$ cat src/rtl/mine_reveal_engine_if.sv
// ---------------------------------------------------------------------------
// mine_reveal_engine_if
//   Reveal request/result channel between the player/UI side and the
//   mine_reveal_engine.
//
//   reveal_valid / reveal_ready  : request handshake, transfer on both high
//   reveal_row / reveal_col      : requested cell coordinates
//   result_valid                 : single-cycle pulse, result fields valid
//   result_hit / result_repeat   : bomb hit / cell already revealed
//   neighbour_count              : bombs among the in-bounds 8 neighbours
//
//   master : request issuer (player/UI or testbench)
//   slave  : the reveal engine
// ---------------------------------------------------------------------------
interface mine_reveal_engine_if #(
    parameter int GRID_W = 4
) ();
    localparam int IW = $clog2(GRID_W);

    logic          reveal_valid;
    logic          reveal_ready;
    logic [IW-1:0] reveal_row;
    logic [IW-1:0] reveal_col;
    logic          result_valid;
    logic          result_hit;
    logic          result_repeat;
    logic [3:0]    neighbour_count;

    modport master (
        output reveal_valid, reveal_row, reveal_col,
        input  reveal_ready, result_valid, result_hit, result_repeat, neighbour_count
    );

    modport slave (
        input  reveal_valid, reveal_row, reveal_col,
        output reveal_ready, result_valid, result_hit, result_repeat, neighbour_count
    );
endinterface

$ cat src/rtl/mine_reveal_engine.sv
// ---------------------------------------------------------------------------
// mine_reveal_engine
//   Latches a bomb map from the placement block and plays one game of mines
//   on it. Each accepted reveal starts an 8-cycle neighbour scan (one offset
//   per cycle); the result is pulsed on the cycle after the scan and the
//   revealed mask / safe-cell count / win-loss status are updated with it.
//
//   Ports:
//     clk            system clock, rising edge
//     reset          asynchronous, active-low reset
//     bomb_grid      bomb map, bit i = bomb in cell i (i = row*GRID_W + col)
//     grid_load      one-cycle pulse: latch bomb_grid, start a new game
//     rv             reveal request / result channel (slave side)
//     revealed_mask  cells revealed so far
//     safe_left      unrevealed safe cells
//     game_won       level, game won
//     game_lost      level, game lost
//
//   Optional feature (macro FIRST_SAFE_EN): a bomb under the first reveal of
//   a game is moved to the lowest-index free cell before the scan, so the
//   first reveal can never lose.
// ---------------------------------------------------------------------------
module mine_reveal_engine #(
    parameter int GRID_W = 4,
    parameter int CELLS  = GRID_W * GRID_W,
    parameter int IW     = $clog2(GRID_W)
) (
    input  logic                       clk,
    input  logic                       reset,
    input  logic [CELLS-1:0]           bomb_grid,
    input  logic                       grid_load,
    mine_reveal_engine_if.slave        rv,
    output logic [CELLS-1:0]           revealed_mask,
    output logic [$clog2(CELLS):0]     safe_left,
    output logic                       game_won,
    output logic                       game_lost
);
    localparam int CW  = $clog2(CELLS);
    localparam int SLW = CW + 1;

    localparam logic [2:0] IDLE = 3'd0;
    localparam logic [2:0] PLAY = 3'd1;
    localparam logic [2:0] SCAN = 3'd2;
    localparam logic [2:0] WON  = 3'd3;
    localparam logic [2:0] LOST = 3'd4;

    logic [2:0]       state;
    logic [CELLS-1:0] grid_q;
    logic [IW-1:0]    tgt_row;
    logic [IW-1:0]    tgt_col;
    logic [2:0]       scan_idx;
    logic [3:0]       acc;
    logic             result_valid_q;
    logic             result_hit_q;
    logic             result_repeat_q;
    logic [3:0]       count_q;

    function automatic logic [SLW-1:0] popcount(input logic [CELLS-1:0] v);
        logic [SLW-1:0] n;
        n = '0;
        for (int i = 0; i < CELLS; i++) begin
            n = n + SLW'(v[i]);
        end
        return n;
    endfunction

    // Neighbour offsets in scan order, as 2-bit two's complement (-1/0/+1):
    // (-1,-1),(-1,0),(-1,+1),(0,-1),(0,+1),(+1,-1),(+1,0),(+1,+1)
    function automatic logic signed [1:0] row_off(input logic [2:0] k);
        case (k)
            3'd0, 3'd1, 3'd2: return 2'sb11;
            3'd3, 3'd4:       return 2'sb00;
            default:          return 2'sb01;
        endcase
    endfunction

    function automatic logic signed [1:0] col_off(input logic [2:0] k);
        case (k)
            3'd0, 3'd3, 3'd5: return 2'sb11;
            3'd1, 3'd6:       return 2'sb00;
            default:          return 2'sb01;
        endcase
    endfunction

    logic signed [1:0] dr;
    logic signed [1:0] dc;
    logic [IW+1:0]     nb_row;
    logic [IW+1:0]     nb_col;
    logic              nb_in;
    logic [CW-1:0]     nb_idx;
    logic              nb_bomb;
    logic [3:0]        acc_next;
    logic [CW-1:0]     tgt_idx;

    // Neighbour coordinates are formed with two guard bits: an underflow
    // sets the top bit, an overflow compares >= GRID_W, so no wrap-around.
    always_comb begin
        dr       = row_off(scan_idx);
        dc       = col_off(scan_idx);
        nb_row   = {2'b00, tgt_row} + {{IW{dr[1]}}, dr};
        nb_col   = {2'b00, tgt_col} + {{IW{dc[1]}}, dc};
        nb_in    = !nb_row[IW+1] && (nb_row < (IW+2)'(GRID_W)) &&
                   !nb_col[IW+1] && (nb_col < (IW+2)'(GRID_W));
        nb_idx   = CW'(nb_row[IW-1:0] * GRID_W) + CW'(nb_col[IW-1:0]);
        nb_bomb  = nb_in && grid_q[nb_idx];
        acc_next = acc + {3'b000, nb_bomb};
        tgt_idx  = CW'(tgt_row * GRID_W) + CW'(tgt_col);
    end

`ifdef FIRST_SAFE_EN
    logic [CW-1:0]    req_idx;
    logic [CW-1:0]    reloc_idx;
    logic             reloc_found;
    logic [CELLS-1:0] grid_reloc;

    // An empty revealed mask marks the first reveal of a game: a repeat is
    // impossible before anything has been revealed.
    always_comb begin
        req_idx     = CW'(rv.reveal_row * GRID_W) + CW'(rv.reveal_col);
        reloc_found = 1'b0;
        reloc_idx   = '0;
        for (int i = CELLS - 1; i >= 0; i--) begin
            if (!grid_q[i] && (CW'(i) != req_idx)) begin
                reloc_found = 1'b1;
                reloc_idx   = CW'(i);
            end
        end
        grid_reloc = grid_q;
        if ((revealed_mask == '0) && grid_q[req_idx] && reloc_found) begin
            grid_reloc[req_idx]   = 1'b0;
            grid_reloc[reloc_idx] = 1'b1;
        end
    end
`endif

    always_ff @(posedge clk or negedge reset) begin
        if (!reset) begin
            state           <= IDLE;
            grid_q          <= '0;
            revealed_mask   <= '0;
            safe_left       <= '0;
            tgt_row         <= '0;
            tgt_col         <= '0;
            scan_idx        <= '0;
            acc             <= '0;
            result_valid_q  <= 1'b0;
            result_hit_q    <= 1'b0;
            result_repeat_q <= 1'b0;
            count_q         <= '0;
        end else begin
            result_valid_q <= 1'b0;
            if (grid_load) begin
                // Also aborts any scan in flight; no result is produced.
                grid_q        <= bomb_grid;
                revealed_mask <= '0;
                safe_left     <= SLW'(CELLS) - popcount(bomb_grid);
                state         <= PLAY;
            end else begin
                case (state)
                    PLAY: begin
                        if (safe_left == '0) begin
                            state <= WON;
                        end else if (rv.reveal_valid) begin
                            tgt_row  <= rv.reveal_row;
                            tgt_col  <= rv.reveal_col;
                            scan_idx <= '0;
                            acc      <= '0;
                            state    <= SCAN;
`ifdef FIRST_SAFE_EN
                            grid_q   <= grid_reloc;
`endif
                        end
                    end
                    SCAN: begin
                        acc      <= acc_next;
                        scan_idx <= scan_idx + 3'd1;
                        if (scan_idx == 3'd7) begin
                            result_valid_q  <= 1'b1;
                            count_q         <= acc_next;
                            result_hit_q    <= grid_q[tgt_idx];
                            result_repeat_q <= revealed_mask[tgt_idx];
                            if (revealed_mask[tgt_idx]) begin
                                state <= PLAY;
                            end else begin
                                revealed_mask[tgt_idx] <= 1'b1;
                                if (grid_q[tgt_idx]) begin
                                    state <= LOST;
                                end else begin
                                    safe_left <= safe_left - SLW'(1);
                                    state     <= (safe_left == SLW'(1)) ? WON : PLAY;
                                end
                            end
                        end
                    end
                    default: ;
                endcase
            end
        end
    end

    assign rv.reveal_ready    = (state == PLAY) && (safe_left != '0);
    assign rv.result_valid    = result_valid_q;
    assign rv.result_hit      = result_hit_q;
    assign rv.result_repeat   = result_repeat_q;
    assign rv.neighbour_count = count_q;
    assign game_won           = (state == WON);
    assign game_lost          = (state == LOST);
endmodule

$ cat src/flat_wrapper.sv
// flat-port wrapper written by rule: the top's interface ports become plain ports
module mine_reveal_engine_flat 
#(
    parameter int GRID_W = 4,
    parameter int CELLS  = GRID_W * GRID_W,
    parameter int IW     = $clog2(GRID_W)
)
  (clk, reset, bomb_grid, grid_load, revealed_mask, safe_left, game_won, game_lost, rv_reveal_valid, rv_reveal_row, rv_reveal_col, rv_reveal_ready, rv_result_valid, rv_result_hit, rv_result_repeat, rv_neighbour_count);
  mine_reveal_engine_if #(.GRID_W(GRID_W)) rv_i ();
  input  logic clk;
  input  logic reset;
  input  logic [CELLS-1:0] bomb_grid;
  input  logic grid_load;
  output logic [CELLS-1:0] revealed_mask;
  output logic [$clog2(CELLS):0] safe_left;
  output logic game_won;
  output logic game_lost;
  input wire logic [$bits(rv_i.reveal_valid)-1:0] rv_reveal_valid;
  input wire logic [$bits(rv_i.reveal_row)-1:0] rv_reveal_row;
  input wire logic [$bits(rv_i.reveal_col)-1:0] rv_reveal_col;
  output wire logic [$bits(rv_i.reveal_ready)-1:0] rv_reveal_ready;
  output wire logic [$bits(rv_i.result_valid)-1:0] rv_result_valid;
  output wire logic [$bits(rv_i.result_hit)-1:0] rv_result_hit;
  output wire logic [$bits(rv_i.result_repeat)-1:0] rv_result_repeat;
  output wire logic [$bits(rv_i.neighbour_count)-1:0] rv_neighbour_count;
  assign rv_i.reveal_valid = rv_reveal_valid;
  assign rv_i.reveal_row = rv_reveal_row;
  assign rv_i.reveal_col = rv_reveal_col;
  assign rv_reveal_ready = rv_i.reveal_ready;
  assign rv_result_valid = rv_i.result_valid;
  assign rv_result_hit = rv_i.result_hit;
  assign rv_result_repeat = rv_i.result_repeat;
  assign rv_neighbour_count = rv_i.neighbour_count;
  mine_reveal_engine #(.GRID_W(GRID_W), .CELLS(CELLS), .IW(IW)) u_core (.clk(clk), .reset(reset), .bomb_grid(bomb_grid), .grid_load(grid_load), .rv(rv_i), .revealed_mask(revealed_mask), .safe_left(safe_left), .game_won(game_won), .game_lost(game_lost));
endmodule
$ cat config.mk
export PLATFORM = sky130hd
export DESIGN_NAME = mine_reveal_engine_flat
export DESIGN_NICKNAME = d
export VERILOG_FILES = /design/src/rtl/mine_reveal_engine_if.sv /design/src/rtl/mine_reveal_engine.sv /design/src/flat_wrapper.sv
export SDC_FILE = /design/constraint.sdc
export NUM_CORES = 1
export LEC_CHECK = 0
export CORE_AREA = 2 2 99 101
export DETAILED_ROUTE_END_ITERATION = 6
export DIE_AREA = 0 0 101 103
export DONT_BUFFER_PORTS = 1
export HOLD_SLACK_MARGIN = 0.06
export SLEW_MARGIN = 40
export SYNTH_ARGS = -nofsm -noshare
export SYNTH_HDL_FRONTEND = slang
export SYNTH_SLANG_ARGS = --single-unit
export TNS_END_PERCENT = 10
$ cat constraint.sdc
create_clock -name clk -period 3.8 [get_ports clk]
set_clock_uncertainty 0.15 [all_clocks]
set_input_delay 0.19 -clock clk [delete_from_list [all_inputs] [get_ports clk]]
set_output_delay 0.19 -clock clk [all_outputs]
set_load 0.02 [all_outputs]
==> impl_metrics.ini <==
[run_status]
status = complete, no violations

[logic_synthesis]
ys.flop_type = dfrtp_1
synth_edf_count = 0
synth-seq-cells = 58
synth_top_area_share_pct = 39.64
synth_top_area_cell = dfrtp_1
avgSynthCellArea_um2 = 11.16
synthTopCellsByArea = dfrtp_1 (40%), ha_1 (10%), mux2_2 (7.7%), fa_1 (6.6%), mux4_2 (5.5%)
synth-seq-area-share_pct = 39.64
yosysWarningCount = 0
syn-num-nets = 394
netlist_area_um2 = 3661
synthArstFlopShare_pct = 100.0
synth_cell_types = 48
syn_inst = 328

[pwr]
ir_drop_mv = 0.2223
fin_total_pwr_uw = 2614
p_leak_uw = 0.001991
powerDensity_nw_per_um2 = 601.0

[critical_path]
critPathMaxStageDelay_ps = 620
end_kind = register
rr_worst_depth = 13
crit_start = u_core.scan_idx[0]
cp_common_cell = ha_2
start_kind = register
cp_cell_sequence = buf_4 -> ha_2 -> a21o_1 -> nand2_1 -> ha_2 -> inv_2 -> fa_2 -> mux4_2 -> mux4_2 -> o221a_4 -> ha_2 -> ha_4 -> mux2_2
crit_slowest_cell = fa_2
arrival_ps = 3800
critical_path_required_ps = 3890
worst-setup-path-type = register to register
worstReg2RegStart = u_core.scan_idx[0]
path_max_fanout = 5

[job]
max_cap_violations = 0

[cts]
clk_pin_slew_worst_paths_ps = 70
clock_sinks = 58
cts_tree = done
htreeDepth = 3
clock_path_buffers = 2
root_buffer = clkbuf_8
cts_buffers = 9
clk_latency_ps = 360

[grt]
antenna_found_initial = 0
track_usage_pct = 16.49
overflow = 0
grt_max_degree = 59
grt_pass1_wl_um = 13040
grt_pass1_vias = 2598

[timing]
min_period_ps = 3712
slew_viol_final = 0
max_slew.worst_pin.slew_ps = 850.2
setup_ws_ps = 87.78
hold_viol_final = 0
whs_ps = 120.5
setup_viol_count_final = 0
fmax_ghz = 0.2694
post-route-period-util_pct = 97.69
slew_headroom_pct = 43.20
setup_tns_ps = 0

[layout]
n_antenna_cell = 0
final_common_cell = dfrtp_1
num-fill-cells = 871
fin_area_um2 = 4349
drive_gt1_share_pct = 23.71
final_nets = 428
final_cell_mix = dfrtp_1 (58), inv_1 (32), nor2_1 (29)
syn_to_final_growth_pct = 18.80

[place]
port_buffers = 0
place_ws_ps = -200.0
placed_area_um2 = 3819
gp_congestion = 0.8091
dp_hpwl_um = 5823

[drt]
drt-total-wl_um = 8229
dr.pass1.iters = 4
drc_errors = 0
via_per_inst = 5.328
drt-wirelength-per-cell_um = 17.11
drtIter0Drc = 114
route.antenna.remaining_nets = 0
vias = 2563

[die]
row_count = 36
ios = 55
initial_utilization_pct = 38.70
die_h_um = 103
dieArea_um2 = 10400
die_x_um = 101
core_region_area_um2 = 9459

[worst_hold_path]
hp-class = input port to register
hold_path_depth = 4
worstHoldStart = rv_reveal_valid
## layout make-up
class / instances / area [µm²] / area share [%]
clock buffer: 9 / 123.9 / 2.848
multi-input combinational: 222 / 2082 / 47.87
tap: 114 / 142.6 / 3.280
inverter: 35 / 131.4 / 3.021
timing repair buffer: 36 / 362.8 / 8.343
sequential: 58 / 1451 / 33.37
clock inverter: 7 / 55.05 / 1.266
## critical path, delay by kind of cell (launching register included)
kind	cells	cell delay [ps]
buf+inv	2	200
flops	1	430
mux	3	1030
compound gates	2	290
simple gates	1	60
fa+ha+maj	5	1420
## state kept, by name, summed over array words and instances (netlist names), 3 cells and up
| signal | flops |
|---|---|
| u_core.scan_idx | 3 |
| u_core.revealed_mask | 16 |
| u_core.state | 3 |
| u_core.safe_left | 5 |
| u_core.grid_q | 16 |
| u_core.acc | 4 |
| u_core.rv.neighbour_count | 4 |
## Yosys cell counts (2+ instances only)
master and number:
xor2_1 3, o21ai_1 2, fa_1 12, a31oi_1 8
a21oi_1 10, mux2_2 25, nor3b_1 2, xnor2_1 4
a21o_1 3, a22o_1 3, clkbuf_1 10, mux4_2 9
and3_1 2, inv_1 34, nand2b_1 3, nand2_1 17
mux2i_1 11, o21ai_0 12, dfrtp_1 58, buf_6 2
nor3_1 6, ha_1 30, a211oi_1 2, nor2_1 29
nand3_1 3, o21bai_1 2, nor2b_1 3, and2_1 3
## stage by stage
| step | utilization, % | std cells |
|---|---|---|
| global route | 45.98 | 481 |
| finish | 45.98 | 481 |
| detailed placement | 40.37 | 436 |
| global placement | 40.37 | 436 |
| CTS | 45.49 | 479 |
| floorplan | - | 328 |
## routing by layer
metal  share of wire (%)  routed length [µm]  track usage (%)  up-vias
met5                   0                   0                0        -
met2                  50                4141            27.23       42
met4                 1.4                 114            6.965        0
li1                    -                   -                -     1215
met3                 4.2                 349            4.949       10
met1                  44                3623            20.22     1296
## path summary, 6_finish.rpt
path | endpoint | slack (ps)
max | u_core.rv.neighbour_count[1] | 90
min | u_core.state[0] | 120
max reg2reg | u_core.rv.neighbour_count[1] | 90
min reg2reg | u_core.acc[3] | 360
max in group asynchronous | u_core.grid_q[2] | 3010
min in group asynchronous | u_core.acc[3] | 220
## timing repair
action                                 in CTS  in global routing
buffers inserted                            1                  2
setup endpoints to repair                   4                  6
hold buffers                               26                  0
pin swaps                                   4                  5
endpoints found under the hold margin     105                  0
gates resized for setup                     4                  8
## power breakdown
part / internal, µW / leakage, µW / switching, µW
logic: 634 / 0.00115 / 627
registers: 696 / 0.000752 / 137
clock network: 240 / 0.0000858 / 279
total: 1570 / 0.00199 / 1040
## kinds of logic (layout without fill, tap and decap cells)
group / Yosys count / in the layout / synth area share (%)
XOR/XNOR: 7 / 7 / 1.675
AO/OA/AOI/OAI: 53 / 53 / 9.570
multiplexers: 47 / 47 / 17.36
flip-flops: 58 / 58 / 39.64
buffers and inverters: 48 / 87 / 5.365
adder cells (fa/ha/maj): 42 / 42 / 16.81
AND/OR/NAND/NOR: 73 / 73 / 9.569
(Power assumes the default switching activity.)
